## src/rtl/fwd_hazard_unit.sv

```systemverilog
// Operand forwarding and load-use hazard detection for a 5-stage pipeline.
// Optional FWD_STALL_CNT_EN adds a free-running 32-bit stall-cycle counter.
package fwd_hazard_pkg;
    typedef enum logic [1:0] {
        FW_NONE    = 2'b00,
        FW_MEM_ALU = 2'b01,
        FW_WB_DATA = 2'b10
    } fw_sel_e;
endpackage

module fwd_hazard_unit
    import fwd_hazard_pkg::*;
(
    input  logic        clk,
    input  logic        rst_n,
    input  logic        ex_valid_i,
    input  logic [4:0]  ex_rs1_addr_i,
    input  logic [4:0]  ex_rs2_addr_i,
    input  logic [4:0]  ex_rd_addr_i,
    input  logic        ex_reg_write_i,
    input  logic        ex_mem_read_i,
    input  logic        id_valid_i,
    input  logic [4:0]  id_rs1_addr_i,
    input  logic [4:0]  id_rs2_addr_i,
    input  logic        id_rs1_used_i,
    input  logic        id_rs2_used_i,
    output fw_sel_e     fw_sel_rs1_o,
    output fw_sel_e     fw_sel_rs2_o,
    output logic        stall_o,
    output logic        hazard_err_o
`ifdef FWD_STALL_CNT_EN
    ,
    output logic [31:0] stall_cnt_o
`endif
);

    logic       mem_valid, mem_we, mem_ld;
    logic [4:0] mem_rd;
    logic       wb_valid, wb_we;
    logic [4:0] wb_rd;

    // Shadows advance unconditionally; the core is responsible for bubbling EX on a stall.
    always_ff @(posedge clk or negedge rst_n) begin
        if (!rst_n) begin
            mem_valid <= 1'b0;
            mem_rd    <= 5'd0;
            mem_we    <= 1'b0;
            mem_ld    <= 1'b0;
            wb_valid  <= 1'b0;
            wb_rd     <= 5'd0;
            wb_we     <= 1'b0;
        end else begin
            mem_valid <= ex_valid_i;
            mem_rd    <= ex_rd_addr_i;
            mem_we    <= ex_reg_write_i;
            mem_ld    <= ex_mem_read_i;
            wb_valid  <= mem_valid;
            wb_rd     <= mem_rd;
            wb_we     <= mem_we;
        end
    end

    logic mem_prod, wb_prod;
    assign mem_prod = mem_valid & mem_we & (mem_rd != 5'd0);
    assign wb_prod  = wb_valid & wb_we & (wb_rd != 5'd0);

    logic mem_hit1, mem_hit2, wb_hit1, wb_hit2;
    logic err1, err2;

    // A matching load in MEM has no data yet, so it blocks WB forwarding and flags an error.
    always_comb begin
        fw_sel_rs1_o = FW_NONE;
        fw_sel_rs2_o = FW_NONE;
        mem_hit1 = ex_valid_i & mem_prod & (ex_rs1_addr_i != 5'd0) & (ex_rs1_addr_i == mem_rd);
        mem_hit2 = ex_valid_i & mem_prod & (ex_rs2_addr_i != 5'd0) & (ex_rs2_addr_i == mem_rd);
        wb_hit1  = ex_valid_i & wb_prod & (ex_rs1_addr_i != 5'd0) & (ex_rs1_addr_i == wb_rd);
        wb_hit2  = ex_valid_i & wb_prod & (ex_rs2_addr_i != 5'd0) & (ex_rs2_addr_i == wb_rd);
        err1 = mem_hit1 & mem_ld;
        err2 = mem_hit2 & mem_ld;

        if (mem_hit1) begin
            if (!mem_ld) fw_sel_rs1_o = FW_MEM_ALU;
        end else if (wb_hit1) begin
            fw_sel_rs1_o = FW_WB_DATA;
        end

        if (mem_hit2) begin
            if (!mem_ld) fw_sel_rs2_o = FW_MEM_ALU;
        end else if (wb_hit2) begin
            fw_sel_rs2_o = FW_WB_DATA;
        end
    end

    assign hazard_err_o = err1 | err2;

    assign stall_o = id_valid_i & ex_valid_i & ex_mem_read_i & ex_reg_write_i &
                     (ex_rd_addr_i != 5'd0) &
                     ((id_rs1_used_i & (id_rs1_addr_i == ex_rd_addr_i)) |
                      (id_rs2_used_i & (id_rs2_addr_i == ex_rd_addr_i)));

`ifdef FWD_STALL_CNT_EN
    always_ff @(posedge clk or negedge rst_n) begin
        if (!rst_n)       stall_cnt_o <= 32'd0;
        else if (stall_o) stall_cnt_o <= stall_cnt_o + 32'd1;
    end
`endif

endmodule

```

## config.mk

```make
export PLATFORM = sky130hd
export DESIGN_NAME = fwd_hazard_unit
export DESIGN_NICKNAME = d
export VERILOG_FILES = /design/src/rtl/fwd_hazard_unit.sv
export SDC_FILE = /design/constraint.sdc
export NUM_CORES = 1
export LEC_CHECK = 0
export CORE_ASPECT_RATIO = 1.2
export CORE_MARGIN = 2
export CORE_UTILIZATION = 35
export DETAILED_ROUTE_END_ITERATION = 16
export PLACE_DENSITY = 0.72
export SLEW_MARGIN = 20
export SYNTH_ARGS = -nofsm -noshare
export SYNTH_HDL_FRONTEND = slang
export SYNTH_SLANG_ARGS = --single-unit
export TNS_END_PERCENT = 1
```

## constraint.sdc

```tcl
create_clock -name clk -period 1.8 [get_ports clk]
set_clock_uncertainty 0.1 [all_clocks]
set_input_delay 0.36 -clock clk [delete_from_list [all_inputs] [get_ports clk]]
set_output_delay 0.36 -clock clk [all_outputs]
set_load 0.005 [all_outputs]
```

# == Yosys cells after proc, flatten, opt, wreduce, memory -nomap -nowiden ==
# Cells that the tools add are included.
# word_totals
ff_bits,15
in_bits,33
out_inout_bits,6
elab_cells,48
# op_classes
eq_ne,6
mux,5
bitwise_logic,25
n_reduce_logical,5
# ops
op,count
$eq 5x5->1,6
$reduce_bool 5->1,5
$and 1x1->1,23
$mux 2,4
$or 1x1->1,2
$mux 1,1

# == Logic depth before layout (Yosys ltp) ==
# Gate-level depths: netlist of run 1.
# logic_depth
ltp_word,7
depth_mapped,4
mapped_depth_nobuf,4

# == Least setup slack after synthesis of run 1 ==
# No wires, ideal clock.
# synth_path
path_kind,register -> output
from,register mem_rd[1]
to,output port fw_sel_rs2_o[1]
t_arrival_ns,1.447
setup_slack_ns,-0.107
stages_incl_launch_ff,5
n_path_buf,0
path_cell_list,dfrtp_1 -> or4_4 -> o21ai_4 -> nor3_2 -> nor4_2
# synth_via
elab_chain_len,6
# synth_lines
element,line,source
start: declaration,38,logic [4:0] mem_rd;
start signal: assignment,54,mem_rd <= ex_rd_addr_i;
$reduce_bool 5->1,64,assign mem_prod = mem_valid & mem_we & (mem_rd != 5'd0);
$and 1x1->1,64,
$and 1x1->1 (2 in a row),75,mem_hit2 = ex_valid_i & mem_prod & (ex_rs2_addr_i != 5'd0) & (ex_rs2_addr_i == mem_rd);
$and 1x1->1 (*),75,
$mux 2 (*),87,if (mem_hit2) begin
end: declaration,28,"output fw_sel_e fw_sel_rs2_o,"
# Every way passes the cells marked *; elsewhere a longest branch is shown, timed or not.

# == Worst setup path after layout of run 1 ==
# layout_path
from,register mem_rd[3]
to,output port fw_sel_rs2_o[1]
# The elaborated chain is that of the path after synthesis.

==> results.yml, run 1 <==
outcome:
  status: "finished, violations left"
  violations: "negative setup slack"
floorplanning:
  die_h_um: 58.4
  core.rowCount: 19
  coreArea_sq_um: 2310
  boundaryPins: 39
  die_w_um: 49.3
  die_area_sq_um: 2880
  initial_utilization_pct: 37.4
critical_path:
  cp.required_ns: 1.34
  crit_fanout: 2
  r2r_setup_slack_ns: 1.02
  cp-start-kind: "flip-flop"
  crit_type: "reg -> out"
  crit_path_end_kind: "output pin"
  crit_arrival_ns: 1.89
power:
  power.density_nw_per_um2: 500
  peakVddDrop_v: 0.000344
  switchingPower_uw: 204
  total_power_uw: 791
  switching_share_pct: 25.8
  seqPwrFrac_pct: 46.2
  p_clk_share_pct: 22.4
  pwr-share-comb_pct: 31.4
  power_leakage_uw: 0.000665
  p_int_uw: 587
cts:
  clock_latency_ns: 0.27
  cts.sinks: 15
  ctsLongestPathBuffers: 2
  cts_tree: "yes"
  cts_buffers: 3
  clk_pin_slew_ns: 0.08
  cts-htree-levels: 1
  cts-root-buf: "clkbuf_4"
place:
  place.gp.congestion: 0.852
  portBuffers: 38
  dp_hpwl_um: 2100
min_path:
  min_path_type: "reg -> reg"
synthesis:
  synthAdderAreaFrac_pct: 0
  synth.distinct_cells: 21
  synth_edf_count: 0
  synth_seq_cells: 15
  synth_mux_area_share_pct: 0
  syn_avg_cell_area_sq_um: 11.3
  synth-main-ff-cell: "dfrtp_1"
  synth_compound_area_share_pct: 7.11
  seq_area_frac_synth_pct: 43.5
  post_synth_and_or_nand_nor_area_fraction_pct: 18.9
  yosysMostFrequentCell: "xnor2_1"
  syn_area_sq_um: 862
  synth_xor_area_share_pct: 30.5
  synth_common_cells: "xnor2_1, dfrtp_1, xor2_1"
  synth_top_family_by_area: "XOR/XNOR gates"
  yosysWarnings: 0
  yosysTopAreaCellShare_pct: 43.5
  async_flop_share_pct: 100
  synthTopCellsByArea: "dfrtp_1, xnor2_1, xor2_1"
  synthCells: 76
  syn_nets: 109
  synth_top_area_cell: "dfrtp_1"
timing:
  max_freq_mhz: 426
  post-route-period-util_pct: 131
  whs_ns: 0.292
  rsz0062_at_grt: "yes"
  setup_ws_ns: -0.550
  finalHoldViolations: 0
  finalSetupViolCount: 6
  maxSlewHeadroom_pct: 81.3
  max_slew.worst_pin.slew_ns: 0.278
  slew_violations: 0
  fin_crit_ns: 2.35
routing:
  dr_total_vias: 874
  antenna_left: 0
  drc: 0
  via_per_inst: 4.83
  route.detailed.wl_per_inst_um: 13.6
  drtIter0Drc: 3
  wl_um: 2470
  first_pass_iters: 3
grt:
  grt_pass1_vias: 1044
  grt_max_degree: 16
  grt-ovfl-total: 0
  grt_pass1_wl_um: 4310
  grt_usage_pct: 20.2
  antenna_found_initial: 0
cells_and_area:
  antenna_cells: 0
  drive_gt1_share_pct: 38.7
  area_growth_syn_to_layout_pct: 83.3
  final_net_count: 184
run:
  drv_cap: 0
[routing by layer]
layer	vias to the layer above	GRT usage, %	share of wire (%)
met4	0	15.5	3.7
met1	399	16.8	31
met5	-	0	0
met2	44	40.9	58
li1	423	-	-
met3	8	3.81	7.4
[timing repair]
action                                 CTS  global route
endpoints found under the hold margin    0             0
hold buffers                             0             0
setup buffers                            1             0
setup endpoints to repair                6             6
pin swaps                               13             1
gates resized for setup                 44             3
[final timing paths]
path | startpoint | endpoint | depth (start not counted)
worst max-delay path | mem_rd[3]$_DFF_PN0_ | fw_sel_rs2_o[1] | 6
worst max register to register | mem_rd[4]$_DFF_PN0_ | wb_rd[4]$_DFF_PN0_ | 1
worst min register to register | mem_valid$_DFF_PN0_ | wb_valid$_DFF_PN0_ | 0
max in group asynchronous | rst_n | wb_rd[4]$_DFF_PN0_ | 2
worst min-delay path | mem_valid$_DFF_PN0_ | wb_valid$_DFF_PN0_ | 0
min in group asynchronous | rst_n | mem_valid$_DFF_PN0_ | 2
[through the flow]
step	util [%]	std cells	setup slack (ns)	TNS, ns	cell area (sq um)
after floorplan	-	76	-0.0526	-0.0883	862
after global placement	65.7	176	-0.959	-5.32	1510
after detailed placement	65.7	176	-1.00	-5.55	1510
after CTS	67.9	181	-0.609	-2.95	1570
after global routing	68.5	181	-0.622	-3.25	1580
final	68.5	181	-0.550	-2.80	1580
[power groups by stage]
stage                     combinational (uW)  sequential (uW)  clock (uW)
final                                    248              365         177
after detailed placement                 245              371           0
after global placement                   238              370           0
after global routing                     269              368         208
after floorplan                         74.1              374           0
after CTS                                247              365         190
[placed cells by master, fill, tap and decap left out, drive strengths merged]
cell type      count
a221oi             1
and3               1
buf               37
clkbuf             3
clkdlybuf4s15      1
clkdlybuf4s50     19
clkinv             1
dfrtp             15
dlygate4sd2       13
nand2              1
nand3              6
nand4              1
nor2               2
nor2b              1
nor3               3
nor4               5
o2111ai            1
o211ai             2
o21a               1
o21ai              1
or4                5
xnor2             20
xor2              10
[cells by family after synthesis]
| group | count (synthesis) |
|---|---|
| XOR/XNOR | 30 |
| AND/OR/NAND/NOR | 25 |
| flip-flops | 15 |
| AO/OA/AOI/OAI | 6 |
[final cells by class]
cell class / count / area, sq um
Multi-Input combinational cell: 61 / 556
Clock buffer: 3 / 22.5
Tap cell: 31 / 38.8
Fill cell: 205 / 726
Timing Repair Buffer: 70 / 583
Sequential cell: 15 / 375
Clock inverter: 1 / 5.00
[sequential cells by signal, indices dropped and copies added, names as in the netlist]
signal	flops
mem_valid	1
mem_we	1
wb_valid	1
wb_we	1
wb_rd	5
mem_ld	1
mem_rd	5
[critical path, stage by stage, from the launching register on]
cell,delay [ns]
dfrtp_1,0.38
or4_4,0.55
o21ai_4,0.18
buf_6,0.13
nor3_2,0.04
nor4_2,0.19
buf_2,0.15
(Power assumes the default switching activity.)
==> run 2: changes to the inputs <==
Settings changed: HOLD_SLACK_MARGIN from default to 0.12.
==> results of run 2 <==
Same layout as run 1: the final DEF is identical, and so are final timing and power.
